$ cat config.mk
export PLATFORM = sky130hd
export DESIGN_NAME = rom_read_arbiter
export DESIGN_NICKNAME = d
export VERILOG_FILES = /design/src/rtl/rom_read_arbiter.sv
export SDC_FILE = /design/constraint.sdc
export NUM_CORES = 1
export LEC_CHECK = 0
export BUFFER_PORTS_ARGS = -buffer_cell sky130_fd_sc_hd__buf_2
export CAP_MARGIN = 20
export CORE_MARGIN = 3
export CORE_UTILIZATION = 44
export CTS_CLUSTER_SIZE = 40
export DETAILED_ROUTE_END_ITERATION = 10
export PLACE_DENSITY = 0.76
export SYNTH_ARGS = -nofsm -noshare
export SYNTH_HDL_FRONTEND = slang
export SYNTH_SLANG_ARGS = --single-unit
export TNS_END_PERCENT = 100
$ cat constraint.sdc
create_clock -name clk -period 2.8 [get_ports clk]
set_input_delay 0.28 -clock clk [delete_from_list [all_inputs] [get_ports clk]]
set_output_delay 0.28 -clock clk [all_outputs]
set_load 0.03 [all_outputs]
$ cat src/rtl/rom_read_arbiter.sv
`default_nettype none
// ============================================================================
// Module   : rom_read_arbiter
// Purpose  : Round-robin read controller sharing one synchronous-read ROM
//            (one-cycle registered read latency) between N_REQ requesters.
//            Each requester issues single-word or burst reads through a
//            valid/ready handshake. The block drives the ROM address, tracks
//            the read latency and steers the returned word to its owner with
//            a one-hot valid.
//
// Ports    :
//   clk        in   1                  single clock, posedge
//   rst        in   1                  synchronous active-high reset
//   req_valid  in   N_REQ              per-requester request valid
//   req_addr   in   N_REQ*DEPTH_LOG    start address, requester i at
//                                      [i*DEPTH_LOG +: DEPTH_LOG]
//   req_len    in   N_REQ*LEN_W        beats minus one, packed likewise
//   req_ready  out  N_REQ              one-hot grant (combinational)
//   rom_addr   out  DEPTH_LOG          registered ROM read address
//   rom_data   in   WIDTH              ROM read data
//   rsp_valid  out  N_REQ              one-hot owner of rsp_data (registered)
//   rsp_data   out  WIDTH              rom_data pass-through
//   rsp_last   out  1                  final beat of a burst (registered)
//
// Revision : 1.0 - initial release
// ============================================================================
module rom_read_arbiter #(
  parameter int WIDTH     = 8,
  parameter int DEPTH     = 16,
  parameter int DEPTH_LOG = $clog2(DEPTH),
  parameter int N_REQ     = 2,
  parameter int LEN_W     = 4
) (
  input  logic                         clk,
  input  logic                         rst,
  input  logic [N_REQ-1:0]             req_valid,
  input  logic [N_REQ*DEPTH_LOG-1:0]   req_addr,
  input  logic [N_REQ*LEN_W-1:0]       req_len,
  output logic [N_REQ-1:0]             req_ready,
  output logic [DEPTH_LOG-1:0]         rom_addr,
  input  logic [WIDTH-1:0]             rom_data,
  output logic [N_REQ-1:0]             rsp_valid,
  output logic [WIDTH-1:0]             rsp_data,
  output logic                         rsp_last
);

  localparam int PTR_W = (N_REQ > 1) ? $clog2(N_REQ) : 1;

  typedef enum logic [0:0] {
    ST_IDLE = 1'b0,
    ST_BUSY = 1'b1
  } state_t;

  // --------------------------------------------------------------------------
  // Registered state
  // --------------------------------------------------------------------------
  state_t                 state_q;
  logic [PTR_W-1:0]       ptr_q;        // round-robin search start
  logic [PTR_W-1:0]       owner_q;      // requester owning the current burst
  logic [LEN_W-1:0]       rem_q;        // beats still to issue after this one
  logic [DEPTH_LOG-1:0]   rom_addr_q;
  logic [N_REQ-1:0]       rsp_valid_q;
  logic                   rsp_last_q;

  // --------------------------------------------------------------------------
  // Grant logic
  // --------------------------------------------------------------------------
  logic                   accept_slot;
  logic                   gnt_any;
  logic [PTR_W-1:0]       gnt_idx;
  logic [N_REQ-1:0]       gnt_onehot;
  logic [DEPTH_LOG-1:0]   gnt_addr;
  logic [LEN_W-1:0]       gnt_len;
  logic [PTR_W-1:0]       ptr_d;
  logic [N_REQ-1:0]       owner_onehot;
  int                     search_idx;

  // A new burst may be granted while idle, or in the final issue cycle of the
  // current burst so that the next burst follows without a bubble.
  assign accept_slot = (state_q == ST_IDLE) || (rem_q == '0);

  // Search upward from ptr_q, wrapping modulo N_REQ; first asserted valid wins.
  // Reset suppresses any grant so no accept can race the reset edge.
  always_comb begin
    gnt_onehot = '0;
    gnt_idx    = '0;
    gnt_any    = 1'b0;
    search_idx = 0;
    if (accept_slot && !rst) begin
      for (int k = 0; k < N_REQ; k++) begin
        search_idx = (int'(ptr_q) + k) % N_REQ;
        if (!gnt_any && req_valid[search_idx]) begin
          gnt_any                = 1'b1;
          gnt_onehot[search_idx] = 1'b1;
          gnt_idx                = PTR_W'(search_idx);
        end
      end
    end
  end

  assign gnt_addr = req_addr[gnt_idx*DEPTH_LOG +: DEPTH_LOG];
  assign gnt_len  = req_len[gnt_idx*LEN_W +: LEN_W];

  // Pointer moves to the requester just after the winner.
  assign ptr_d = (gnt_idx == PTR_W'(N_REQ - 1)) ? '0 : gnt_idx + 1'b1;

  assign owner_onehot = {{(N_REQ-1){1'b0}}, 1'b1} << owner_q;

  // --------------------------------------------------------------------------
  // Controller FSM with registered outputs
  // --------------------------------------------------------------------------
  // rsp_valid_q / rsp_last_q form the one-cycle delay that matches the ROM's
  // registered read: the beat issued in cycle C appears on rom_data in C+1,
  // exactly when these registers mark its owner.
  always_ff @(posedge clk) begin
    if (rst) begin
      state_q     <= ST_IDLE;
      ptr_q       <= '0;
      owner_q     <= '0;
      rem_q       <= '0;
      rom_addr_q  <= '0;
      rsp_valid_q <= '0;
      rsp_last_q  <= 1'b0;
    end else begin
      if (state_q == ST_BUSY) begin
        rsp_valid_q <= owner_onehot;
        rsp_last_q  <= (rem_q == '0);
      end else begin
        rsp_valid_q <= '0;
        rsp_last_q  <= 1'b0;
      end

      if (gnt_any) begin
        rom_addr_q <= gnt_addr;
        rem_q      <= gnt_len;
        owner_q    <= gnt_idx;
        ptr_q      <= ptr_d;
        state_q    <= ST_BUSY;
      end else if (state_q == ST_BUSY) begin
        if (rem_q != '0) begin
          // DEPTH is a power of two, so the natural overflow wraps the address.
          rom_addr_q <= rom_addr_q + 1'b1;
          rem_q      <= rem_q - 1'b1;
        end else begin
          state_q <= ST_IDLE;
        end
      end
    end
  end

  // --------------------------------------------------------------------------
  // Outputs
  // --------------------------------------------------------------------------
  assign req_ready = gnt_onehot;
  assign rom_addr  = rom_addr_q;
  assign rsp_valid = rsp_valid_q;
  assign rsp_last  = rsp_last_q;
  assign rsp_data  = rom_data;

endmodule
`default_nettype wire
==> qor.yml <==
die_h_um: 50.8
setup_viol: 0
syn_nets: 129
die_x_um: 50.8
r2r_slack_ns: 0.57
outcome: "finished clean"
drc_errors: 0
hold_violations: 0
clock-sinks: 14
wl_um: 2030
relSlewSlack_pct: 63.3
grt_pass1_vias: 705
regArea_um2: 280
syn_to_final_growth_pct: 14.1
netlist_area_um2: 885
pre_cts_slack_ns: 0.591
globalRouteOverflowTotal: 0
final_layout_size_suffix_gt1_share_pct: 37.0
antenna_found_initial: 0
vias: 808
clk_pin_slew_ns: 0.08
nets: 150
worstHoldPathCells: 3
h-tree-depth: 1
maxCapViolCount: 0
r2r_cells: 6
gp_congestion: 0.828
cts.root.buffer_cell: "clkbuf_4"
dp_hpwl_um: 1580
synth-seq-cells: 14
combPwrFrac_pct: 29.2
crit_arrival_ns: 2.25
syn_area_per_cell_um2: 8.94
hp-start: "req_len[4]"
critPathBufInv: 2
ant_nets: 0
fin_crit_sh_pct: 90.5
crit_family: "simple AND/OR/NAND/NOR gates"
cts_setup_buffers: 0
insertion_delay_ns: 0.28
critPathSlowestCell: "or3b_1"
post-route-min-period_ns: 2.53
rows: 15
syn_inst: 99
clock_power_share_pct: 26.4
switching_share_pct: 33.1
r2r-end: "rem_q[1]$_SDFFE_PP0P_"
synth.area.top_cells: "dfxtp_1, buf_4, a221oi_2"
setup_ws_ns: 0.266
synth-seq-area-share_pct: 31.7
n_fill_cell: 180
diodes: 0
fmax_mhz: 395
worst_pin_slew_ns: 0.550
synth_cell_types: 39
grt_use_total_pct: 16.9
maxSlewViolCount: 0
yosysTopAreaCellShare_pct: 31.7
crit_chain: "inv_1 -> ha_1 -> or3b_1 -> a2111oi_4 -> buf_2"
first_pass_iters: 4
port_buffers: 28
io_pins: 45
rsz0062_at_grt: "no"
ctsResizeCount: 0
grt_max_degree: 16
cp_max_fo: 9
pwr-share-seq_pct: 44.4
grt_pass1_wl_um: 3210
fp.coreArea_mm2: 0.00182
die-area_mm2: 0.00258
startpoint_type: "flip-flop"
start_util_pct: 48.6
powerDensity_mw_per_mm2: 536
stdcell_area_mm2: 0.00101
multiInputGateArea_um2: 495
cts_tree: "yes"
clk_path_buf_depth: 2
fin_skew_ns: 0.00182
worst-setup-path-type: "reg -> out"
worstHoldEndpoint: "rem_q[0]$_SDFFE_PP0P_"
hold_buffers: 0
regToRegStartpoint: "rem_q[0]$_SDFFE_PP0P_"
crit_required_ns: 2.52
postPlaceCellArea_um2: 973
cp-end-kind: "output port"
numCtsBuffers: 3
crit_path_max_incr_delay_ns: 0.54
power_leakage_uw: 0.000451
hold_path_class: "in -> reg"
synth_warnings: 0
via_per_inst: 5.61
switchingPower_uw: 179
wl_per_cell_um: 14.1
synth_top_area_cell: "dfxtp_1"
fin_setup_tns_ns: 0
drtIter0Drc: 17
ir_drop_uv: 295
internal-power_uw: 362
==> worst min-delay path, delay by kind of cell <==
kind | cells | cell delay [ns]
AO/OA/AOI/OAI | 1 | 0.05
AND/OR/NAND/NOR | 1 | 0.06
buffers and inverters | 1 | 0.09
==> cell type report <==
cell class / instances / area share, %
timing repair buffer: 28 / 13.9
tap: 25 / 3.10
multi-input combinational: 66 / 49.1
inverter: 7 / 2.60
sequential: 14 / 27.8
clock buffer: 4 / 3.59
==> synthesized netlist by cell type <==
| cell type | number |
|---|---|
| a2111oi_1 | 1 |
| a2111oi_4 | 1 |
| a211o_1 | 1 |
| a211oi_1 | 1 |
| a211oi_2 | 1 |
| a21bo_2 | 1 |
| a21boi_1 | 1 |
| a21boi_2 | 1 |
| a21oi_1 | 6 |
| a221oi_1 | 3 |
| a221oi_2 | 3 |
| a311oi_1 | 1 |
| a31o_2 | 1 |
| a31oi_1 | 2 |
| a32oi_1 | 1 |
| and2_1 | 1 |
| and3_1 | 2 |
| buf_1 | 1 |
| buf_4 | 8 |
| buf_6 | 1 |
| clkbuf_1 | 2 |
| dfxtp_1 | 14 |
| ha_1 | 2 |
| inv_1 | 6 |
| inv_2 | 1 |
| mux2_2 | 3 |
| mux2i_1 | 1 |
| nand2_1 | 6 |
| nand2b_1 | 3 |
| nand3_1 | 3 |
| nor2_1 | 6 |
| nor2b_1 | 2 |
| o211a_1 | 1 |
| o21ai_0 | 3 |
| o21ai_1 | 1 |
| o21bai_1 | 3 |
| o31ai_1 | 1 |
| or3_1 | 2 |
| or3b_1 | 1 |
==> kinds of logic after synthesis <==
kind of cell | count (synthesis) | share of synthesized area (%)
simple gates | 26 | 14.9
flops | 14 | 31.7
compound gates | 34 | 33.4
buf+inv | 19 | 12.3
fa+ha+maj | 2 | 2.83
mux | 4 | 4.95
==> registers in the layout, indices dropped and copies added, names as in the netlist <==
| name | flops |
|---|---|
| rem_q | 4 |
| rom_addr | 4 |
| rsp_valid | 2 |
| owner_q | 1 |
| ptr_q | 1 |
| rsp_last | 1 |
| state_q | 1 |
==> placed cells by master (no fill, tap or decap), types with 6 or more instances in the layout <==
cell type | netlist | final
a21oi_1 | 6 | 6
inv_1 | 6 | 6
dfxtp_1 | 14 | 14
nand2_1 | 6 | 6
nor2_1 | 6 | 6
buf_2 | 0 | 28
==> worst max-delay path by stage <==
stage                                     start               endpoint  slack (ns)  depth (start not counted)
after detailed placement  rem_q[0]$_SDFFE_PP0P_           req_ready[1]        0.59                          5
after global placement    rem_q[0]$_SDFFE_PP0P_           req_ready[1]        0.65                          5
final                     rem_q[0]$_SDFFE_PP0P_           req_ready[1]        0.27                          5
after CTS                 rem_q[0]$_SDFFE_PP0P_           req_ready[1]        0.26                          5
after floorplan           rem_q[0]$_SDFFE_PP0P_  rem_q[0]$_SDFFE_PP0P_        0.62                          7
after global routing      rem_q[0]$_SDFFE_PP0P_           req_ready[1]        0.16                          5
==> power groups by stage <==
stage | combinational (µW) | sequential, µW | clock [µW]
after floorplan | 132 | 254 | 0
after global placement | 154 | 244 | 0
after detailed placement | 158 | 245 | 0
after CTS | 159 | 240 | 150
after global routing | 173 | 244 | 159
final | 158 | 241 | 143
==> through the flow <==
step	utilization (%)	hold slack (ns)	power [µW]	std cells
2_1_floorplan	-	0.414	385	99
3_3_place_gp	53.5	0.424	398	140
3_5_place_dp	53.5	0.432	403	140
4_1_cts	55.5	0.247	549	144
5_1_grt	55.5	0.249	577	144
6_report	55.5	0.256	542	144
==> metal layers <==
metal,track usage (%),part of all wire (%),vias up
li1,-,-,400
met1,19.9,46,377
met2,27.2,45,27
met3,7.29,7.8,4
met4,5.83,1.1,0
met5,0,0,-
Power figures use the tool's default switching activity.
